--- config.mk ---
export PLATFORM = sky130hd
export DESIGN_NAME = spi_burst_peripheral
export DESIGN_NICKNAME = d
export VERILOG_FILES = /design/src/rtl/spi_burst_pkg.sv /design/src/rtl/spi_input_synchronizer.sv /design/src/rtl/spi_burst_peripheral.sv
export SDC_FILE = /design/constraint.sdc
export NUM_CORES = 1
export LEC_CHECK = 0
export CAP_MARGIN = 10
export CORE_AREA = 3 3 74 76
export CTS_CLUSTER_DIAMETER = 80
export DETAILED_ROUTE_END_ITERATION = 8
export DIE_AREA = 0 0 77 79
export PLACE_DENSITY_LB_ADDON = 0.3
export RECOVER_POWER = 100
export REMOVE_ABC_BUFFERS = 1
export SKIP_LAST_GASP = 1
export SYNTH_ARGS = -nofsm -noshare
export SYNTH_HDL_FRONTEND = slang
export SYNTH_SLANG_ARGS = --single-unit
export TNS_END_PERCENT = 50
--- constraint.sdc ---
create_clock -name clock -period 1.9 [get_ports clock]
set_input_delay 0.38 -clock clock [delete_from_list [all_inputs] [get_ports clock]]
set_output_delay 0.38 -clock clock [all_outputs]
set_load 0.1 [all_outputs]
--- src/rtl/spi_burst_pkg.sv ---
// Shared types for the burst SPI peripheral: FSM state encoding and bit-counter sizing.
package spi_burst_pkg;

  typedef enum logic [1:0] {
    ST_IDLE    = 2'd0,
    ST_ADDRESS = 2'd1,
    ST_DATA    = 2'd2
  } state_t;

  // Bits needed to count down from n-1 to 0; never less than one.
  function automatic int cnt_width(input int n);
    return (n <= 1) ? 1 : $clog2(n);
  endfunction

endpackage

--- src/rtl/spi_input_synchronizer.sv ---
// Two-flop synchronizer for three asynchronous SPI pins; 2-cycle latency, no backpressure.
// Reset value is per bit so an inactive-high select can be forced high.
module spi_input_synchronizer #(
  parameter logic [2:0] RESET_VALUE = 3'b000
) (
  input  logic       clock,
  input  logic       reset_n,
  input  logic [2:0] async_bits,
  output logic [2:0] sync_bits
);

  logic [2:0] meta;

  always_ff @(posedge clock or negedge reset_n) begin
    if (!reset_n) begin
      meta      <= RESET_VALUE;
      sync_bits <= RESET_VALUE;
    end else begin
      meta      <= async_bits;
      sync_bits <= meta;
    end
  end

endmodule

--- src/rtl/spi_burst_peripheral.sv ---
// Mode-0 SPI burst peripheral: an address phase, then back-to-back data words, oversampled on clock.
// Pulses appear one cycle after the synchronized SCK edge; read data comes from a one-deep pending register.
module spi_burst_peripheral
  import spi_burst_pkg::*;
#(
  parameter int ADDR_WIDTH     = 8,
  parameter int DATA_WIDTH     = 8,
  parameter int AUTO_INCREMENT = 1
) (
  input  logic                  clock,
  input  logic                  reset_n,
  input  logic                  spi_select_in,
  input  logic                  spi_clock_in,
  input  logic                  spi_data_in,
  output logic                  spi_data_out,
  output logic [ADDR_WIDTH-1:0] address_out,
  output logic                  address_out_valid,
  output logic [DATA_WIDTH-1:0] write_data_out,
  output logic                  write_data_out_valid,
  input  logic [DATA_WIDTH-1:0] read_data_in,
  input  logic                  read_data_in_valid,
  output logic                  transaction_active_out,
  output logic                  read_underrun_out
);

  localparam int CW = cnt_width((ADDR_WIDTH > DATA_WIDTH) ? ADDR_WIDTH : DATA_WIDTH);
  localparam logic [CW-1:0]         ADDR_LAST = CW'(ADDR_WIDTH - 1);
  localparam logic [CW-1:0]         DATA_LAST = CW'(DATA_WIDTH - 1);
  localparam logic [CW-1:0]         CNT_ONE   = CW'(1);
  localparam logic [ADDR_WIDTH-1:0] ADDR_ONE  = ADDR_WIDTH'(1);

  logic [2:0]            sync_bits;
  logic                  sel_s, sck_s, mosi_s;
  logic                  sck_prev, sck_rise, sck_fall;
  logic [1:0]            warm;
  logic                  armed;
  state_t                state, next_state;
  logic [CW-1:0]         bit_cnt;
  logic                  start, addr_shift, addr_last, data_shift, word_done;
  logic                  word_start, tx_advance;
  logic                  inc_done;
  logic [DATA_WIDTH-1:0] rx_shift, rx_next;
  logic [DATA_WIDTH-1:0] tx_shift;
  logic                  tx_empty;
  logic [DATA_WIDTH-1:0] pend_dat;
  logic                  pend_vld;

  spi_input_synchronizer #(
    .RESET_VALUE (3'b100)
  ) u_sync (
    .clock      (clock),
    .reset_n    (reset_n),
    .async_bits ({spi_select_in, spi_clock_in, spi_data_in}),
    .sync_bits  (sync_bits)
  );

  assign sel_s        = sync_bits[2];
  assign sck_s        = sync_bits[1];
  assign mosi_s       = sync_bits[0];
  assign sck_rise     = sck_s & ~sck_prev;
  assign sck_fall     = ~sck_s & sck_prev;
  assign rx_next      = (rx_shift << 1) | DATA_WIDTH'(mosi_s);
  assign spi_data_out = tx_shift[DATA_WIDTH-1];

  always_ff @(posedge clock or negedge reset_n) begin
    if (!reset_n) state <= ST_IDLE;
    else          state <= next_state;
  end

  always_comb begin
    next_state = state;
    case (state)
      ST_IDLE:    if (armed && !sel_s) next_state = ST_ADDRESS;
      ST_ADDRESS: begin
        if (sel_s)                              next_state = ST_IDLE;
        else if (sck_rise && bit_cnt == '0)     next_state = ST_DATA;
      end
      ST_DATA:    if (sel_s) next_state = ST_IDLE;
      default:    next_state = ST_IDLE;
    endcase
  end

  // Mode 0: the master samples on the rise, so a new transmit word is loaded on the
  // first fall of each word (cnt still at DATA_LAST) and shifted on every later fall.
  always_comb begin
    transaction_active_out = (state != ST_IDLE);
    start      = 1'b0;
    addr_shift = 1'b0;
    data_shift = 1'b0;
    word_start = 1'b0;
    tx_advance = 1'b0;
    case (state)
      ST_IDLE:    start = armed && !sel_s;
      ST_ADDRESS: addr_shift = sck_rise;
      ST_DATA: begin
        data_shift = sck_rise;
        word_start = sck_fall && (bit_cnt == DATA_LAST);
        tx_advance = sck_fall && (bit_cnt != DATA_LAST);
      end
      default: ;
    endcase
    addr_last = addr_shift && (bit_cnt == '0);
    word_done = data_shift && (bit_cnt == '0);
  end

  always_ff @(posedge clock or negedge reset_n) begin
    if (!reset_n) begin
      sck_prev             <= 1'b0;
      warm                 <= '0;
      armed                <= 1'b0;
      bit_cnt              <= '0;
      address_out          <= '0;
      address_out_valid    <= 1'b0;
      inc_done             <= 1'b0;
      rx_shift             <= '0;
      write_data_out       <= '0;
      write_data_out_valid <= 1'b0;
      pend_dat             <= '0;
      pend_vld             <= 1'b0;
      tx_shift             <= '0;
      tx_empty             <= 1'b0;
      read_underrun_out    <= 1'b0;
    end else begin
      sck_prev <= sck_s;
      // Select only counts as released once the synchronizer holds real pin values.
      warm     <= {warm[0], 1'b1};
      armed    <= armed | (warm[1] & sel_s);

      if (start)                         bit_cnt <= ADDR_LAST;
      else if (addr_shift || data_shift) bit_cnt <= (bit_cnt == '0) ? DATA_LAST : bit_cnt - CNT_ONE;

      if (addr_shift)
        address_out <= (address_out << 1) | ADDR_WIDTH'(mosi_s);
      else if ((AUTO_INCREMENT != 0) && write_data_out_valid)
        address_out <= address_out + ADDR_ONE;
      inc_done          <= (AUTO_INCREMENT != 0) && write_data_out_valid;
      address_out_valid <= (addr_last && !sel_s) || inc_done;

      if (data_shift) rx_shift <= rx_next;
      if (word_done)  write_data_out <= rx_next;
      write_data_out_valid <= word_done;

      if (word_start) begin
        pend_vld <= 1'b0;
      end else if (read_data_in_valid) begin
        pend_dat <= read_data_in;
        pend_vld <= 1'b1;
      end

      if (state == ST_IDLE) begin
        tx_shift          <= '0;
        tx_empty          <= 1'b0;
        read_underrun_out <= 1'b0;
      end else begin
        if (word_start) begin
          if (read_data_in_valid) begin
            tx_shift <= read_data_in;
            tx_empty <= 1'b0;
          end else if (pend_vld) begin
            tx_shift <= pend_dat;
            tx_empty <= 1'b0;
          end else begin
            tx_shift <= '0;
            tx_empty <= 1'b1;
          end
        end else if (tx_advance) begin
          tx_shift <= tx_shift << 1;
        end
        // Flag only once an empty word is actually sampled, not on the trailing fall.
        if (data_shift && tx_empty) read_underrun_out <= 1'b1;
      end
    end
  end

endmodule
======== Yosys cells after proc, flatten, opt, wreduce, memory -nomap -nowiden ========
Cells that the tools add are included.
cells by class
  add/subtract/negate cells ............... 2
  equality and inequality tests ........... 7
  multiplexer cells ....................... 28
  bitwise logic cells ..................... 9
  reductions and logical operators ........ 22
operators with widths
  kind                                                   number
  two-way mux 8 bit                                      7
  OR 8 x 1 -> 8 bit                                      2
  two-way mux 1 bit                                      13
  nonzero test 2 bit                                     6
  two-way mux 3 bit                                      3
  adder 8 x 1 -> 8 bit, second input constant            1
  logical AND 1 bit                                      8
  two-way mux 2 bit                                      4
  case mux 2 bit (3 select lines)                        1
  AND 1 bit                                              3
  == test 3 bit, second input constant                   1
  logical NOT 3 bit                                      1
  inequality test 3 x 2 -> 1 bit, second input constant  1
  inequality test 3 bit, second input constant           1
  NOT 1 bit                                              3
  AND reduction 3 bit                                    1
  nonzero test 3 bit                                     1
  subtractor 3 x 1 -> 3 bit, second input constant       1
  == test 2 x 1 -> 1 bit, second input constant          1
  == test 2 bit, second input constant                   1
  logical NOT 2 bit                                      1
  logical OR 1 bit                                       2
  inequality test 2 x 1 -> 1 bit, second input constant  1
  inequality test 2 bit, second input constant           1
  other kinds (3)                                        3
word-level totals
  register bits ........................... 60
  word-level logic and storage cells ...... 86
  bits of input ports ..................... 14

======== Depth between registers and ports, before layout ========
Gate-level depths: netlist of run 1.
  depth after elaboration ................. 7
  mapped depth ............................ 5

======== Modules after synthesis ========
Synthesis of run 1 repeated with hierarchy kept, for this count alone.
second synthesis, totals
  cell total of the unflattened synthesis .. 203
  area, all modules ....................... 2627.5 um2
modules (own cells, without submodules)
  module                  times used  area an instance (um2)  cells an instance
  spi_burst_peripheral    1           2474.9                  197
  spi_input_synchronizer  1           152.6                   6

======== Worst setup path before layout of run 1 ========
No wires, ideal clock.
  kind .................................... register -> register
  start ................................... register write_data_out_valid
  end ..................................... register address_out[5]
  stages on the path, launching flop included .. 5
  data required time ...................... 1.722 ns
  data arrival time ....................... 1.715 ns
  setup slack ............................. 0.007 ns
  path buffers ............................ 1
  cell sequence ........................... dfrtp_1 -> clkbuf_1 -> nand3_1 -> o211ai_1 -> o311ai_0
on the way
  word-level cells in the longest chain between the ends .. 1
RTL lines
  what                                 line                         text
  from (decl)                          spi_burst_peripheral.sv:19   output logic write_data_out_valid,
  from (signal assigned)               spi_burst_peripheral.sv:141  write_data_out_valid <= word_done;
  nonzero test 2 bit (no source line)  n/a
  to (signal assigned)                 spi_burst_peripheral.sv:133  address_out <= (address_out << 1) | ADDR_WIDTH'(mosi_s);
  to (signal assigned)                 spi_burst_peripheral.sv:135  address_out <= address_out + ADDR_ONE;
  to (decl)                            spi_burst_peripheral.sv:16   output logic [ADDR_WIDTH-1:0] address_out,
No other way between the ends.
A chain may end at the register's enable or synchronous reset.

======== Worst setup path after layout of run 1 ========
  start ................................... register state[0]
  end ..................................... register write_data_out[1]
on the way
  word-level cells in the longest chain between the ends .. 3
RTL lines
  what                    line                         text
  from (decl)             spi_burst_peripheral.sv:37   state_t state, next_state;
  from (signal assigned)  spi_burst_peripheral.sv:67   else state <= next_state;
  == test 2 bit           spi_burst_peripheral.sv:92   case (state)
  two-way mux 1 bit       spi_burst_peripheral.sv:92
  logical AND 1 bit       spi_burst_peripheral.sv:103  word_done = data_shift && (bit_cnt == '0);
  to (signal assigned)    spi_burst_peripheral.sv:140  if (word_done) write_data_out <= rx_next;
  to (decl)               spi_burst_peripheral.sv:18   output logic [DATA_WIDTH-1:0] write_data_out,
No other way between the ends.

==> metrics.yaml, run 1 <==
dp_hpwl_um: 3420
final_hold_viol_count: 0
tightest_slew_ps: 1430
antenna_found_initial: 0
synth_top_area_share: 0.549
firstDrtPassIters: 4
coreArea_mm2: 0.00479
period_needed_ps: 1790
seqPwrFrac: 0.448
final_nets: 265
power.density_mw_per_mm2: 1020
drc: 0
setup_viol: 0
synthDistinctLibCells: 51
post_cts_resize_count: 0
vdd_ir_drop_max_v: 0.000687
clockBufferDepth: 2
insertion_delay_ps: 330
vias_per_cell: 5.72
synth.most_common_cell: "dfrtp_1"
grt_pass1_vias: 1861
finalClockSkew_ps: 7.05
ys_top_cells_by_count: "dfrtp_1 (58), mux2_2 (15), o21ai_0 (14), nand2_1 (10), a21oi_1 (9)"
fin_ws_ps: 109
pin_count: 35
outcome: "completed"
design_area_mm2: 0.00315
cts_tree: "done"
ant_nets: 0
synth_xor_area_frac: 0.00993
mappedNetlistArea_mm2: 0.00265
ys.flop_type: "dfrtp_1"
dpl_cell_area_mm2: 0.00315
required_ps: 2120
slew_viol_final: 0
slew_headroom: 0.0493
ys_ff_latch: 60
drive_gt1_frac: 0.282
synthTopCellsByArea: "dfrtp_1 (55%), mux2_2 (6.4%), mux2_4 (4.5%)"
clock_power_share: 0.357
cp_num_buf_inv: 2
synth_compound_area_frac: 0.133
synthSimpleGateAreaFrac: 0.123
synth-edff-count: 0
syn_inst: 206
synth_top_family_by_area: "compound AO/OA/AOI/OAI gates"
power.switching_mw: 1.02
n_antenna_cell: 0
path_clk_slew_ps: 60
postLayoutCoreUtil: 0.658
grt_overflow_total: 0
die_area_mm2: 0.00608
crit_path_end_kind: "flip-flop"
yosysWarnings: 0
max_stage_delay_ps: 420
ff2ff_setup_slack_ps: 110
switching_share: 0.319
h-tree-depth: 3
worst_ep_arrival_time_ps: 2010
clock-sinks: 60
initial_core_util: 0.553
fp-row-count: 25
wl_per_cell_um: 15.7
hold_path_class: "flip-flop to flip-flop"
whs_ps: 349
cp_cell_sequence: "clkbuf_1 -> and4bb_1 -> clkbuf_2 -> nand2_8 -> mux2_4"
grt_pass1_wl_um: 8740
synth-async-reset-ratio: 1.00
cts_made_buffers: 9
tns_ps: 0
grt_max_degree: 61
place_congestion: 0.808
synthMuxAreaShare: 0.117
synth_area_leader_cell: "dfrtp_1"
clk_root_buffer_cell: "clkbuf_8"
syn_area_per_cell_um2: 12.8
cp_slowest_cell: "dfrtp_1"
period_share: 0.942
syn2layout_area_growth_pct: 19.0
leakage_nw: 1.48
die_h_um: 79
critical-path-top-delay-family: "buffers and inverters"
cp-start-kind: "flip-flop"
p_int_mw: 2.19
drt_iter0_drc: 56
post_cts.repair.setup_buffers: 0
max_cap_viol_count: 0
portBuffers: 34
combPwrFrac: 0.195
grt_util_all_layers: 0.184
rsz0062_at_grt: "no"
max_freq_mhz: 558
routed_wl_um: 5010
synthAdderAreaFrac: 0.0189
die_width_um: 77
ys_seq_area_frac: 0.569
vias: 1826
hold_buffers: 0
worstPathMaxFanout: 9
dpl_worst_slack_ps: 159
criticalPathCategory: "flip-flop to flip-flop"
[metrics by stage]
| step | cells | power, mW |
|---|---|---|
| final | 319 | 3.22 |
| after global routing | 319 | 3.36 |
| after CTS | 319 | 3.39 |
| after detailed placement | 303 | 2.22 |
| after global placement | 303 | 2.21 |
| after floorplan | 195 | 1.90 |
[placed cells by master (no fill, tap or decap), types with 6 or more instances in the layout]
cell type	netlist	final
a221oi_1	6	6
dfrtp_1	58	58
mux2_4	8	8
o21ai_0	14	14
o2bb2ai_1	7	7
clkbuf_2	0	21
clkdlybuf4s50_1	0	9
a21oi_1	9	9
clkbuf_8	0	11
mux2_2	15	15
nand2_1	10	10
[sequential cells by signal (all words and copies together), names as in the netlist, 2 cells and up]
signal,flops
rx_shift,7
state,2
pend_dat,8
address_out,8
tx_shift,8
u_sync.meta,3
warm,2
bit_cnt,3
u_sync.sync_bits,3
write_data_out,8
[area by class of cell]
| type | count | area [um^2] |
|---|---|---|
| fillers | 362 | 1640 |
| inverters | 4 | 15.0 |
| well taps | 67 | 83.8 |
| clock inverters | 4 | 47.5 |
| clock buffers | 12 | 155 |
| multi-input cells | 131 | 1060 |
| repair buffers | 41 | 277 |
| flip-flops and latches | 60 | 1500 |
[worst paths after layout]
check | depth (start not counted) | from | end
setup / recovery | 5 | state[0]$_DFFE_PN0P_ | write_data_out[1]$_DFFE_PN0P_
hold / removal | 0 | warm[0]$_DFF_PN0_ | warm[1]$_DFF_PN0_
setup reg to reg | 5 | state[0]$_DFFE_PN0P_ | write_data_out[1]$_DFFE_PN0P_
hold reg to reg | 0 | warm[0]$_DFF_PN0_ | warm[1]$_DFF_PN0_
max in group asynchronous | 2 | reset_n | warm[1]$_DFF_PN0_
min in group asynchronous | 2 | reset_n | tx_shift[2]$_DFFE_PN0P_
[cell families after synthesis]
kind of cell             Yosys count
AND/OR/NAND/NOR                   47
flip-flops                        60
adder cells (fa/ha/maj)            4
other                              1
buffers and inverters             15
multiplexers                      25
AO/OA/AOI/OAI                     51
XOR/XNOR                           3
[routing by layer]
layer  vias to the layer above  GRT usage  wire [um]
li1                        850          -          -
met4                         0      0.101        120
met3                        10     0.0465        222
met1                       916      0.234       2250
met5                         -          0          0
met2                        50      0.291       2420
[power groups by stage]
stage                     registers (mW)  logic, mW  clock network, mW
after floorplan                     1.67      0.228                  0
after global placement              1.48      0.730                  0
after detailed placement            1.47      0.743                  0
after CTS                           1.46      0.746               1.18
after global routing                1.45      0.669               1.24
final                               1.44      0.627               1.15
Power figures use the tool's default switching activity.
==> run 2: changes to the inputs <==
--- a/config.mk
+++ b/config.mk
@@ -6,10 +6,10 @@
 export NUM_CORES = 1
 export LEC_CHECK = 0
 export CAP_MARGIN = 10
-export CORE_AREA = 3 3 74 76
+export CORE_AREA = 2 2 73 75
 export CTS_CLUSTER_DIAMETER = 80
 export DETAILED_ROUTE_END_ITERATION = 8
-export DIE_AREA = 0 0 77 79
+export DIE_AREA = 0 0 75 77
 export PLACE_DENSITY_LB_ADDON = 0.3
 export RECOVER_POWER = 100
 export REMOVE_ABC_BUFFERS = 1
==> run 2 against run 1 <==
Against the previous run:
- clock power up 20%
- die area down 5.1%
- setup slack better by 47 ps
- highest routed layer unchanged
- critical endpoint is now transaction_active_out
- largest cell class unchanged
- via count down 1.1%
==> metrics.yaml, run 2 (synthesis gave the netlist of run 1 again) <==
outcome: "completed"  # unchanged
critical-path-top-delay-family: "buffers and inverters"  # unchanged
fp-row-count: 26  # was 25
power.density_mw_per_mm2: 1090  # was 1020 mW/mm^2
final_cell_mix: "dfrtp_1 (58), clkbuf_2 (19), mux2_2 (15), o21ai_0 (14), nand2_1 (10)"  # was dfrtp_1 (58), clkbuf_2 (21), mux2_2 (15), o21ai_0 (14), clkbuf_8 (11)
cp_num_buf_inv: 3  # was 2
power.switching_mw: 1.06  # was 1.02 mW
final_nets: 264  # was 265
final_common_cell: "dfrtp_1"  # unchanged
tns_ps: 0  # unchanged
p_int_mw: 2.40  # was 2.19 mW
max_stage_delay_ps: 410  # was 420 ps
drive_gt1_frac: 0.255  # was 0.282
r2r_cells: 3  # was 5
dp_hpwl_um: 3510  # was 3420 um
cts_tree: "done"  # unchanged
ff2ff_setup_slack_ps: 240  # was 110 ps
finalClockSkew_ps: 9.99  # was 7.05 ps
r2r-end: "pend_dat[0]$_DFFE_PN0P_"  # was write_data_out[1]$_DFFE_PN0P_
crit_path_end_kind: "output pin"  # was flip-flop
vdd_ir_drop_max_v: 0.000705  # was 0.000687 V
cp_cell_sequence: "buf_4 -> nor2_2 -> inv_1 -> buf_12"  # was clkbuf_1 -> and4bb_1 -> clkbuf_2 -> nand2_8 -> mux2_4
combPwrFrac: 0.185  # was 0.195
die_area_mm2: 0.00578  # was 0.00608 mm^2
syn2layout_area_growth_pct: 19.4  # was 19.0%
ant_nets: 0  # unchanged
hold_buffers: 0  # unchanged
final_hold_viol_count: 0  # unchanged
place_congestion: 0.835  # was 0.808
dpl_worst_slack_ps: 102  # was 159 ps
drt_iter0_drc: 73  # was 56
die_width_um: 75  # was 77 um
postLayoutCoreUtil: 0.634  # was 0.658
rsz0062_at_grt: "no"  # unchanged
h-tree-depth: 3  # unchanged
clk_root_buffer_cell: "clkbuf_8"  # unchanged
vias_per_cell: 5.63  # was 5.72
total_power_mw: 3.46  # was 3.22 mW
slew_viol_final: 0  # unchanged
portBuffers: 34  # unchanged
antenna_found_initial: 0  # unchanged
fin_ws_ps: 156  # was 109 ps
grt_max_degree: 38  # was 61
slew_headroom: 0.208  # was 0.0493
period_share: 0.918  # was 0.942
firstDrtPassIters: 4  # unchanged
rr_startpoint: "state[1]$_DFFE_PN0P_"  # was state[0]$_DFFE_PN0P_
cp-start-kind: "flip-flop"  # unchanged
cts_made_buffers: 9  # unchanged
clock_power_share: 0.400  # was 0.357
grt_pass1_wl_um: 8800  # was 8740 um
max_cap_viol_count: 0  # unchanged
seqPwrFrac: 0.415  # was 0.448
switching_share: 0.306  # was 0.319
drc: 0  # unchanged
setup_viol: 0  # unchanged
pin_count: 35  # unchanged
grt_util_all_layers: 0.203  # was 0.184
coreArea_mm2: 0.00498  # was 0.00479 mm^2
vias: 1806  # was 1826
max_freq_mhz: 573  # was 558 MHz
wl_per_cell_um: 15.9  # was 15.7 um
insertion_delay_ps: 340  # was 330 ps
post_cts.repair.setup_buffers: 0  # unchanged
leakage_nw: 1.48  # about the same
worst_ep_arrival_time_ps: 1360  # was 2010 ps
crit_start: "state[0]$_DFFE_PN0P_"  # unchanged
period_needed_ps: 1740  # was 1790 ps
initial_core_util: 0.531  # was 0.553
clock-sinks: 60  # unchanged
routed_wl_um: 5120  # was 5010 um
criticalPathCategory: "flip-flop to output pin"  # was flip-flop to flip-flop
clockBufferDepth: 2  # unchanged
grt_pass1_vias: 1868  # was 1861
grt_overflow_total: 0  # unchanged
required_ps: 1520  # was 2120 ps
dpl_cell_area_mm2: 0.00315  # about the same
cp_slowest_cell: "dfrtp_1"  # unchanged
design_area_mm2: 0.00316  # was 0.00315 mm^2
path_clk_slew_ps: 70  # was 60 ps
hold_path_class: "input pin to async pin"  # was flip-flop to flip-flop
n_antenna_cell: 0  # unchanged
tightest_slew_ps: 1190  # was 1430 ps
worstPathMaxFanout: 7  # was 9
die_h_um: 77  # was 79 um
[run 2: worst max path at each step]
stage,slack [ps],depth (start not counted),end
floorplan,70,4,address_out[6]$_DFFE_PN0P_
global placement,190,4,tx_shift[0]$_DFFE_PN0P_
detailed placement,100,4,tx_shift[2]$_DFFE_PN0P_
CTS,80,4,transaction_active_out
global route,90,4,transaction_active_out
finish,160,4,transaction_active_out
[run 2: what timing repair did]
action / in CTS / in global routing
endpoints found under the setup margin: 0 / 1
resized for setup: 0 / 1
endpoints found under the hold margin: 0 / 0
[run 2: stage by stage]
step           std cells  hold WS [ps]
2_1_floorplan        195          84.4
3_3_place_gp         305           333
3_5_place_dp         305           341
4_1_cts              321          8.07
5_1_grt              321           315
6_report             321           234
[run 2: worst register-to-register path, stage by stage, from the launching register on]
cell and delay [ps]:
dfrtp_1 540, nand4bb_1 210, o21ai_2 410, mux2_2 390
[run 2: area by class of cell]
class                      instances  area [um^2]
sequential                        60         1500
multi-input combinational        131         1030
fill                             413         1820
tap                               70         87.6
clock buffer                      10          128
clock inverter                     6          111
timing repair buffer              40          287
inverter                           4         15.0
[run 2: per-layer routing]
metal / global-route usage / wire length (um) / share of wire / vias up
met5: 0 / 0 / 0 / -
met4: 0.0732 / 76 / 0.015 / 0
met3: 0.0841 / 224 / 0.044 / 10
met2: 0.292 / 2510 / 0.49 / 37
met1: 0.274 / 2310 / 0.45 / 908
li1: - / - / - / 851
[run 2: power by group through the flow]
stage	Combinational [mW]	Sequential [mW]	Clock, mW
5_1_grt	0.688	1.45	1.47
4_1_cts	0.742	1.45	1.41
3_5_place_dp	0.736	1.48	0
6_report	0.640	1.44	1.38
2_1_floorplan	0.228	1.67	0
3_3_place_gp	0.726	1.47	0
==> run 3: changes to the inputs <==
--- a/config.mk
+++ b/config.mk
@@ -5,15 +5,16 @@
 export SDC_FILE = /design/constraint.sdc
 export NUM_CORES = 1
 export LEC_CHECK = 0
-export CAP_MARGIN = 10
-export CORE_AREA = 2 2 73 75
+export CAP_MARGIN = 15
+export CORE_AREA = 2 2 63 88
 export CTS_CLUSTER_DIAMETER = 80
 export DETAILED_ROUTE_END_ITERATION = 8
-export DIE_AREA = 0 0 75 77
+export DIE_AREA = 0 0 65 90
 export PLACE_DENSITY_LB_ADDON = 0.3
 export RECOVER_POWER = 100
 export REMOVE_ABC_BUFFERS = 1
 export SKIP_LAST_GASP = 1
+export SLEW_MARGIN = 15
 export SYNTH_ARGS = -nofsm -noshare
 export SYNTH_HDL_FRONTEND = slang
 export SYNTH_SLANG_ARGS = --single-unit
==> run 3 against run 2 <==
Against the previous run:
- via count is 1.1% lower
- clock-buffer cell count is 1 higher
- first-iteration DRC count is 73% higher
- cell count is 1.6% lower
- routed wire length is 4.2% lower
- critical path depth is 3 lower
- sequential share of layout area is 0.71 points higher
- maximum frequency is 0.45% lower
- global-route usage is 1.4 points lower
- cell area is 1.5% lower
- largest cell class unchanged
==> metrics.yaml, run 3 (synthesis gave the netlist of run 1 again) <==
ant_nets: 0  # unchanged
die_width_um: 65  # was 75 um
final_common_cell: "dfrtp_1"  # unchanged
required_ps: 1520  # about the same
worst_ep_arrival_time_ps: 1370  # was 1360 ps
vdd_ir_drop_max_v: 0.000932  # was 0.000705 V
rsz0062_at_grt: "no"  # unchanged
routed_wl_um: 4900  # was 5120 um
criticalPathCategory: "flip-flop to output pin"  # unchanged
initial_core_util: 0.521  # was 0.531
period_needed_ps: 1750  # was 1740 ps
cts_tree: "done"  # unchanged
power.switching_mw: 1.04  # was 1.06 mW
syn2layout_area_growth_pct: 17.6  # was 19.4%
insertion_delay_ps: 330  # was 340 ps
portBuffers: 34  # unchanged
critical-path-top-delay-family: "flip-flops"  # was buffers and inverters
finalClockSkew_ps: 6.58  # was 9.99 ps
die_area_mm2: 0.00585  # was 0.00578 mm^2
clock-sinks: 60  # unchanged
vias: 1786  # was 1806
ff_latch_area_mm2: 0.00150  # unchanged
cts_made_buffers: 9  # unchanged
final_nets: 263  # was 264
hold_buffers: 1  # was 0
grt_util_all_layers: 0.189  # was 0.203
grt_pass1_wl_um: 8630  # was 8800 um
grt_max_degree: 34  # was 38
seqPwrFrac: 0.452  # was 0.415
max_freq_mhz: 571  # was 573 MHz
highest_layer: "met4"  # unchanged
dpl_worst_slack_ps: 141  # was 102 ps
h-tree-depth: 3  # unchanged
drive_gt1_frac: 0.248  # was 0.255
cp_cell_sequence: "buf_2"  # was buf_4 -> nor2_2 -> inv_1 -> buf_12
slew_headroom: 0.634  # was 0.208
power.density_mw_per_mm2: 1030  # was 1090 mW/mm^2
final_hold_viol_count: 0  # unchanged
drt_iter0_drc: 126  # was 73
cp_slowest_cell: "dfrtp_1"  # unchanged
clock_power_share: 0.358  # was 0.400
path_clk_slew_ps: 70  # about the same
dpl_cell_area_mm2: 0.00312  # was 0.00315 mm^2
max_cap_viol_count: 0  # unchanged
combPwrFrac: 0.190  # was 0.185
drc: 0  # unchanged
fin_ws_ps: 148  # was 156 ps
wl_met2_um: 2520  # was 2510 um
period_share: 0.922  # was 0.918
p_int_mw: 2.15  # was 2.40 mW
die_h_um: 90  # was 77 um
multi_input_area_mm2: 0.00102  # was 0.00103 mm^2
coreArea_mm2: 0.00508  # was 0.00498 mm^2
pin_count: 35  # unchanged
fp-row-count: 31  # was 26
grt_pass1_vias: 1823  # was 1868
vias_per_cell: 5.65  # was 5.63
tightest_slew_ps: 551  # was 1190 ps
tns_ps: 0  # unchanged
design_area_mm2: 0.00311  # was 0.00316 mm^2
firstDrtPassIters: 4  # unchanged
clockBufferDepth: 2  # unchanged
drt-met1-wl_um: 2150  # was 2310 um
outcome: "completed"  # unchanged
n_antenna_cell: 0  # unchanged
worstPathMaxFanout: 10  # was 7
max_stage_delay_ps: 550  # was 410 ps
cp_num_buf_inv: 1  # was 3
post_cts.repair.setup_buffers: 0  # unchanged
final_cell_mix: "dfrtp_1 (58), clkbuf_2 (20), mux2_2 (15), o21ai_0 (14)"  # was dfrtp_1 (58), clkbuf_2 (19), mux2_2 (15), o21ai_0 (14), nand2_1 (10)
leakage_nw: 1.45  # was 1.48 nW
crit_path_end_kind: "output pin"  # unchanged
place_congestion: 0.740  # was 0.835
met3_length_um: 173  # was 224 um
setup_viol: 0  # unchanged
antenna_found_initial: 0  # unchanged
switching_share: 0.326  # was 0.306
post_cts_resize_count: 0  # unchanged
cp-start-kind: "flip-flop"  # unchanged
grt_overflow_total: 0  # unchanged
wl_per_cell_um: 15.5  # was 15.9 um
dp_hpwl_um: 3450  # was 3510 um
postLayoutCoreUtil: 0.612  # was 0.634
clk_root_buffer_cell: "clkbuf_8"  # unchanged
slew_viol_final: 0  # unchanged
hold_path_class: "flip-flop to flip-flop"  # was input pin to async pin
n_fill_cell: 404  # was 413
==> run 3: worst paths after layout <==
| kind | start | endpoint | slack, ps | depth (start not counted) |
|---|---|---|---|---|
| max in group asynchronous | reset_n | u_sync.meta[2]$_DFF_PN1_ | 480 | 3 |
| min | u_sync.meta[1]$_DFF_PN0_ | u_sync.sync_bits[1]$_DFF_PN0_ | 350 | 0 |
| min in group asynchronous | reset_n | address_out_valid$_DFF_PN0_ | 530 | 2 |
| max reg2reg | state[0]$_DFFE_PN0P_ | write_data_out[1]$_DFFE_PN0P_ | 220 | 4 |
| min reg2reg | u_sync.meta[1]$_DFF_PN0_ | u_sync.sync_bits[1]$_DFF_PN0_ | 350 | 0 |
| max | write_data_out_valid$_DFF_PN0_ | write_data_out_valid | 150 | 1 |
==> run 3: power by group through the flow <==
stage                     sequential, mW  clock [mW]  combinational [mW]
final                               1.45        1.14               0.606
after global routing                1.46        1.23               0.655
after CTS                           1.46        1.17               0.719
after detailed placement            1.48           0               0.714
after global placement              1.48           0               0.707
after floorplan                     1.67           0               0.228
==> run 3: layout make-up <==
class / count / share of cell area
sequential: 60 / 0.483
multi-input combinational: 131 / 0.329
inverter: 4 / 0.00483
clock buffer: 11 / 0.0454
clock inverter: 5 / 0.0193
tap: 66 / 0.0265
timing repair buffer: 39 / 0.0917
==> run 3: through the flow <==
step	hold WS [ps]	instances	total power, mW
after floorplan	84.4	195	1.90
after global placement	233	299	2.19
after detailed placement	243	299	2.20
after CTS	351	316	3.35
after global routing	358	316	3.35
final	351	316	3.20
==> run 3: metal layers <==
layer,GRT usage,vias up
li1,-,845
met1,0.249,889
met2,0.299,47
met3,0.0426,5
met4,0.0762,0
met5,0,-
